<file path="src/rtl/config_chain_driver_if.sv">
// Bundles the host handshake and the serial configuration-chain pins of config_chain_driver.
// The driver uses modport master; the host/chain side (or a testbench) uses modport slave.
interface config_chain_driver_if #(
  parameter int CHAIN_LEN = 4
);
  // Host side
  logic                 start;
  logic [CHAIN_LEN-1:0] cfg_data;
  logic                 hold;
  logic                 busy;
  logic                 done;
  logic [CHAIN_LEN-1:0] readback_data;

  // Chain side
  logic                 configuration_output;
  logic                 configuration_enable;
  logic                 configuration_input;

  modport master (
    input  start,
    input  cfg_data,
    input  hold,
    input  configuration_input,
    output configuration_output,
    output configuration_enable,
    output busy,
    output done,
    output readback_data
  );

  modport slave (
    output start,
    output cfg_data,
    output hold,
    output configuration_input,
    input  configuration_output,
    input  configuration_enable,
    input  busy,
    input  done,
    input  readback_data
  );
endinterface

</file>
<file path="src/rtl/config_chain_driver.sv">
// Serially loads a CHAIN_LEN-bit image into a configuration chain, MSB first, with stall support.
// Define CONFIG_CHAIN_READBACK_EN to capture the chain's previous contents into readback_data.
module config_chain_driver #(
  parameter int CHAIN_LEN = 4
) (
  input  logic                 clk,
  input  logic                 reset,
  config_chain_driver_if.master bus
);

  localparam int CNT_W = $clog2(CHAIN_LEN + 1);

  if (CHAIN_LEN < 1 || CHAIN_LEN > 1024) begin : g_bad_len
    $error("config_chain_driver: CHAIN_LEN must be in 1..1024");
  end

  typedef enum logic [1:0] {
    IDLE  = 2'd0,
    SHIFT = 2'd1,
    DONE  = 2'd2
  } state_t;

  state_t               state_q;
  state_t               state_d;
  logic [CHAIN_LEN-1:0] shift_q;
  logic [CNT_W-1:0]     cnt_q;
  logic                 accept;
  logic                 shift_en;
  logic                 last_shift;
  logic                 busy;
  logic                 done;

  // ---------------------------------------------------------------------------
  // Control FSM
  // ---------------------------------------------------------------------------
  // NOTE: sequential state is written with <= so every flop samples pre-edge values.
  always_ff @(posedge clk) begin
    if (reset) begin
      state_q <= IDLE;
    end else begin
      state_q <= state_d;
    end
  end

  assign last_shift = (cnt_q == CNT_W'(CHAIN_LEN - 1));

  // NOTE: every output of this block gets a default first so no latch is inferred.
  always_comb begin
    state_d  = state_q;
    accept   = 1'b0;
    shift_en = 1'b0;
    busy     = 1'b0;
    done     = 1'b0;
    unique case (state_q)
      IDLE: begin
        if (bus.start) begin
          accept  = 1'b1;
          state_d = SHIFT;
        end
      end
      SHIFT: begin
        busy     = 1'b1;
        shift_en = !bus.hold;
        if (shift_en && last_shift) begin
          state_d = DONE;
        end
      end
      DONE: begin
        done    = 1'b1;
        state_d = IDLE;
      end
      default: begin
        state_d = IDLE;
      end
    endcase
  end

  // ---------------------------------------------------------------------------
  // Shift datapath: image is sent MSB first, one bit per enabled cycle
  // ---------------------------------------------------------------------------
  // NOTE: datapath registers also take the reset so a reset leaves no stale image behind.
  always_ff @(posedge clk) begin
    if (reset) begin
      shift_q <= '0;
      cnt_q   <= '0;
    end else if (accept) begin
      shift_q <= bus.cfg_data;
      cnt_q   <= '0;
    end else if (shift_en) begin
      shift_q <= shift_q << 1;
      cnt_q   <= cnt_q + CNT_W'(1);
    end
  end

  assign bus.configuration_output = shift_q[CHAIN_LEN-1];
  assign bus.configuration_enable = shift_en;
  assign bus.busy                 = busy;
  assign bus.done                 = done;

  // ---------------------------------------------------------------------------
  // Readback: the chain emits its old contents from the output end first, so
  // the k-th bit returned belongs at position CHAIN_LEN-1-k of the image.
  // ---------------------------------------------------------------------------
`ifdef CONFIG_CHAIN_READBACK_EN
  logic [CHAIN_LEN-1:0] readback_q;

  always_ff @(posedge clk) begin
    if (reset) begin
      readback_q <= '0;
    end else if (shift_en) begin
      for (int i = 0; i < CHAIN_LEN; i++) begin
        if (int'(cnt_q) == CHAIN_LEN - 1 - i) begin
          readback_q[i] <= bus.configuration_input;
        end
      end
    end
  end

  assign bus.readback_data = readback_q;
`else
  logic unused_configuration_input;

  assign unused_configuration_input = bus.configuration_input;
  assign bus.readback_data          = '0;
`endif

endmodule

</file>
<file path="src/flat_wrapper.sv">
// flat-port wrapper written by rule: the top's interface ports become plain ports
module config_chain_driver_flat 
#(
  parameter int CHAIN_LEN = 4
)
  (clk, reset, bus_start, bus_cfg_data, bus_hold, bus_configuration_input, bus_configuration_output, bus_configuration_enable, bus_busy, bus_done, bus_readback_data);
  config_chain_driver_if #(.CHAIN_LEN(CHAIN_LEN)) bus_i ();
  input  logic clk;
  input  logic reset;
  input wire logic [$bits(bus_i.start)-1:0] bus_start;
  input wire logic [$bits(bus_i.cfg_data)-1:0] bus_cfg_data;
  input wire logic [$bits(bus_i.hold)-1:0] bus_hold;
  input wire logic [$bits(bus_i.configuration_input)-1:0] bus_configuration_input;
  output wire logic [$bits(bus_i.configuration_output)-1:0] bus_configuration_output;
  output wire logic [$bits(bus_i.configuration_enable)-1:0] bus_configuration_enable;
  output wire logic [$bits(bus_i.busy)-1:0] bus_busy;
  output wire logic [$bits(bus_i.done)-1:0] bus_done;
  output wire logic [$bits(bus_i.readback_data)-1:0] bus_readback_data;
  assign bus_i.start = bus_start;
  assign bus_i.cfg_data = bus_cfg_data;
  assign bus_i.hold = bus_hold;
  assign bus_i.configuration_input = bus_configuration_input;
  assign bus_configuration_output = bus_i.configuration_output;
  assign bus_configuration_enable = bus_i.configuration_enable;
  assign bus_busy = bus_i.busy;
  assign bus_done = bus_i.done;
  assign bus_readback_data = bus_i.readback_data;
  config_chain_driver #(.CHAIN_LEN(CHAIN_LEN)) u_core (.clk(clk), .reset(reset), .bus(bus_i));
endmodule
</file>
<file path="config.mk">
export PLATFORM = sky130hd
export DESIGN_NAME = config_chain_driver_flat
export DESIGN_NICKNAME = d
export VERILOG_FILES = /design/src/rtl/config_chain_driver_if.sv /design/src/rtl/config_chain_driver.sv /design/src/flat_wrapper.sv
export SDC_FILE = /design/constraint.sdc
export NUM_CORES = 1
export LEC_CHECK = 0
export BUFFER_PORTS_ARGS = -buffer_cell sky130_fd_sc_hd__buf_4
export CAP_MARGIN = 0
export CORE_AREA = 8 8 45 47
export DETAILED_ROUTE_END_ITERATION = 10
export DIE_AREA = 0 0 53 55
export PLACE_DENSITY = 0.72
export SETUP_SLACK_MARGIN = 0.15
export SKIP_CTS_REPAIR_TIMING = 1
export SYNTH_ARGS = -nofsm -noshare
export SYNTH_HDL_FRONTEND = slang
export SYNTH_SLANG_ARGS = --single-unit
export TNS_END_PERCENT = 20
</file>
<file path="constraint.sdc">
create_clock -name clk -period 3.35 [get_ports clk]
set_input_delay 0.335 -clock clk [delete_from_list [all_inputs] [get_ports clk]]
set_output_delay 0.335 -clock clk [all_outputs]
set_load 0.02 [all_outputs]
</file>
==> metrics <==
global route total overflow=0; root buf cell=clkbuf_4; CTS tree=built; Die Ht=between 50 and 60 um; die footprint=2920 um2; share of layout cells above drive strength 1=between 30% and 40%; worst relative slew slack=57.1%; DRC Markers=0; commonest non-fill, non-tap cell in the layout=buf_4; First DRT Iteration DRCs=10; Max-cap violations=0; Yosys top cell area share=about two fifths; period utilization=between 40 and 50%; slew at the pin closest to its max-slew limit=0.641 ns; design area=577 um2; initial antenna violation count=0; core area=between 1000 and 1500 um2; Worst EP required=3.01 ns; CTS Sinks=9; Max FO, Critical Path=8; dpl hpwl=between 700 and 800 um; DRT antenna net count=0; H-tree Lvls=1; Core Util, Final=a little over two fifths; fin. max-slew vios=0; row count=14; final wirelength=969 um; Layout Skew=0.00209 ns; vias per cell=4.76; Synth area leaders=dfxtp_1 (38%), buf_4 (6.4%), a2111oi_4 (5.9%); register area=180 um2; CTS Buffer Depth=2; Compound-Gate Fraction of Synth Area=between 15 and 20%; startpoint class of the critical path=flop; critical path class=flop to output pin; routability cong.=around 0.68; ant diodes=0; main combinational cell family by area after synthesis=simple AND/OR/NAND/NOR gates; most frequent cells in the layout=buf_4 (11), dfxtp_1 (9), nor3_1 (4), conb_1 (4); Final nets=a little over 70; DP Area=approximately 550 um2; Initial Util=around 34%; number of global-route vias before repair=364; overall routing resource usage=around 7.4%; Distinct cells, synth=27; outcome=completed; critical path arrival=1.34 ns; Area Overhead vs Synth=22.6%; synth warn=0; Critical Path End Type=output pin; class of the tightest hold or removal check=primary input to flop; Synth Area per Inst=10.0 um2; fill cell count=~140; input/output buffers=11; final setup TNS=0 ns; WL/cell=between 10 and 15 um; P per Cell Area=432 nW/um2; first-pass detailed-route iteration total=2; Final setup viols=0; CTS buffer count=3; Tmin final=about 1.7 ns; mux contribution to synthesized area=2.13%; clk slew on worst S/H paths=~0.06 ns; area of the multi-input gates=248 um2; Leakage=around 0.24 nW; largest net degree at the start of global routing=10; sequential share of the synthesized area=approximately two fifths; Worst-Skew Late Latency=around 0.26 ns; Die X-Extent=53 um; Ports=17; Syn Inst Count=47; Adder-Cell Fraction of Synth Area=under 10%; first-pass GRT wire length=~1500 um; cell taking the most area after synthesis=dfxtp_1; fmax=between 500 and 600 MHz; RSZ-0062 raised after global routing=no; #FFs+latches synth=9; Simple-Gate Fraction of Synth Area=a little under a quarter; final hold vios=0; Worst VDD drop=roughly 0.27 mV; Post-Synth XOR/XNOR Area=1.86%; routed vias=approximately 360; Mapped Area=470 um2
==> kinds of logic (layout without fill, tap and decap cells) <==
kind of cell	Yosys count	count (layout)
AO/OA/AOI/OAI	8	8
adder cells (fa/ha/maj)	2	2
AND/OR/NAND/NOR	18	18
other	1	4
buffers and inverters	7	17
flip-flops	9	9
multiplexers	1	1
XOR/XNOR	1	1
==> critical path, stage by stage, from the launching register on <==
cell,delay [ns]
dfxtp_1,0.38
or3b_4,0.46
clkinv_8,0.10
buf_4,0.14
==> layer usage <==
layer | GRT usage [%] | wire length, um | share of wire [%] | up-vias
met1 | 7.31 | 390 | 40 | 164
met2 | 11.3 | 440 | 45 | 14
met5 | 0 | 0 | 0 | -
met3 | 2.94 | 120 | 12 | 2
li1 | - | - | - | 182
met4 | 7.76 | 17 | 1.8 | 0
==> Yosys cell counts, drive strengths merged <==
| master | instances |
|---|---|
| inv | 1 |
| or3b | 2 |
| nor3 | 4 |
| clkbuf | 1 |
| o22ai | 1 |
| conb | 1 |
| a21oi | 4 |
| nor2 | 3 |
| a211oi | 1 |
| dfxtp | 9 |
| a22oi | 1 |
| ha | 2 |
| nor2b | 1 |
| buf | 4 |
| and2b | 1 |
| nand3 | 2 |
| mux2i | 1 |
| nand2 | 2 |
| clkinv | 1 |
| xnor2 | 1 |
| a2111oi | 1 |
| nor3b | 2 |
| nand2b | 1 |
==> stage by stage <==
step / instances / power, W / hold slack, ns / setup WS, ns
after floorplan: 50 / 0.000155 / 0.453 / 2.08
after CTS: 76 / 0.000250 / 0.319 / 1.67
after global placement: 72 / 0.000165 / 0.457 / 1.90
final: 76 / 0.000249 / 0.317 / 1.68
after global routing: 76 / 0.000261 / 0.320 / 1.62
after detailed placement: 72 / 0.000166 / 0.484 / 1.90
==> path summary, 6_finish.rpt <==
path | start | endpoint | slack, ns | cells after the start
max | u_core.state_q[0] | bus_configuration_enable | 1.68 | 3
min reg2reg | u_core.shift_q[1] | u_core.shift_q[1] | 0.49 | 2
max reg2reg | u_core.state_q[0] | u_core.cnt_q[2] | 2.02 | 4
min | bus_cfg_data[0] | u_core.shift_q[0] | 0.32 | 3
==> area by class of cell <==
class	instances	share of cell area, %
Multi-Input combinational cell	34	43.0
Sequential cell	9	31.2
Timing Repair Buffer	11	14.3
Clock buffer	4	4.56
Inverter	2	3.47
Tap cell	16	3.47
==> sequential cells by signal, summed over array words and instances, names as in the netlist <==
name and count:
u_core.cnt_q 3, u_core.shift_q 4, u_core.state_q 2
==> power by group <==
group	internal, W	switching (W)
combinational	0.0000204	0.0000261
clock	0.0000460	0.0000399
sequential	0.000113	0.00000404
total	0.000179	0.0000700
Power figures use the tool's default switching activity.
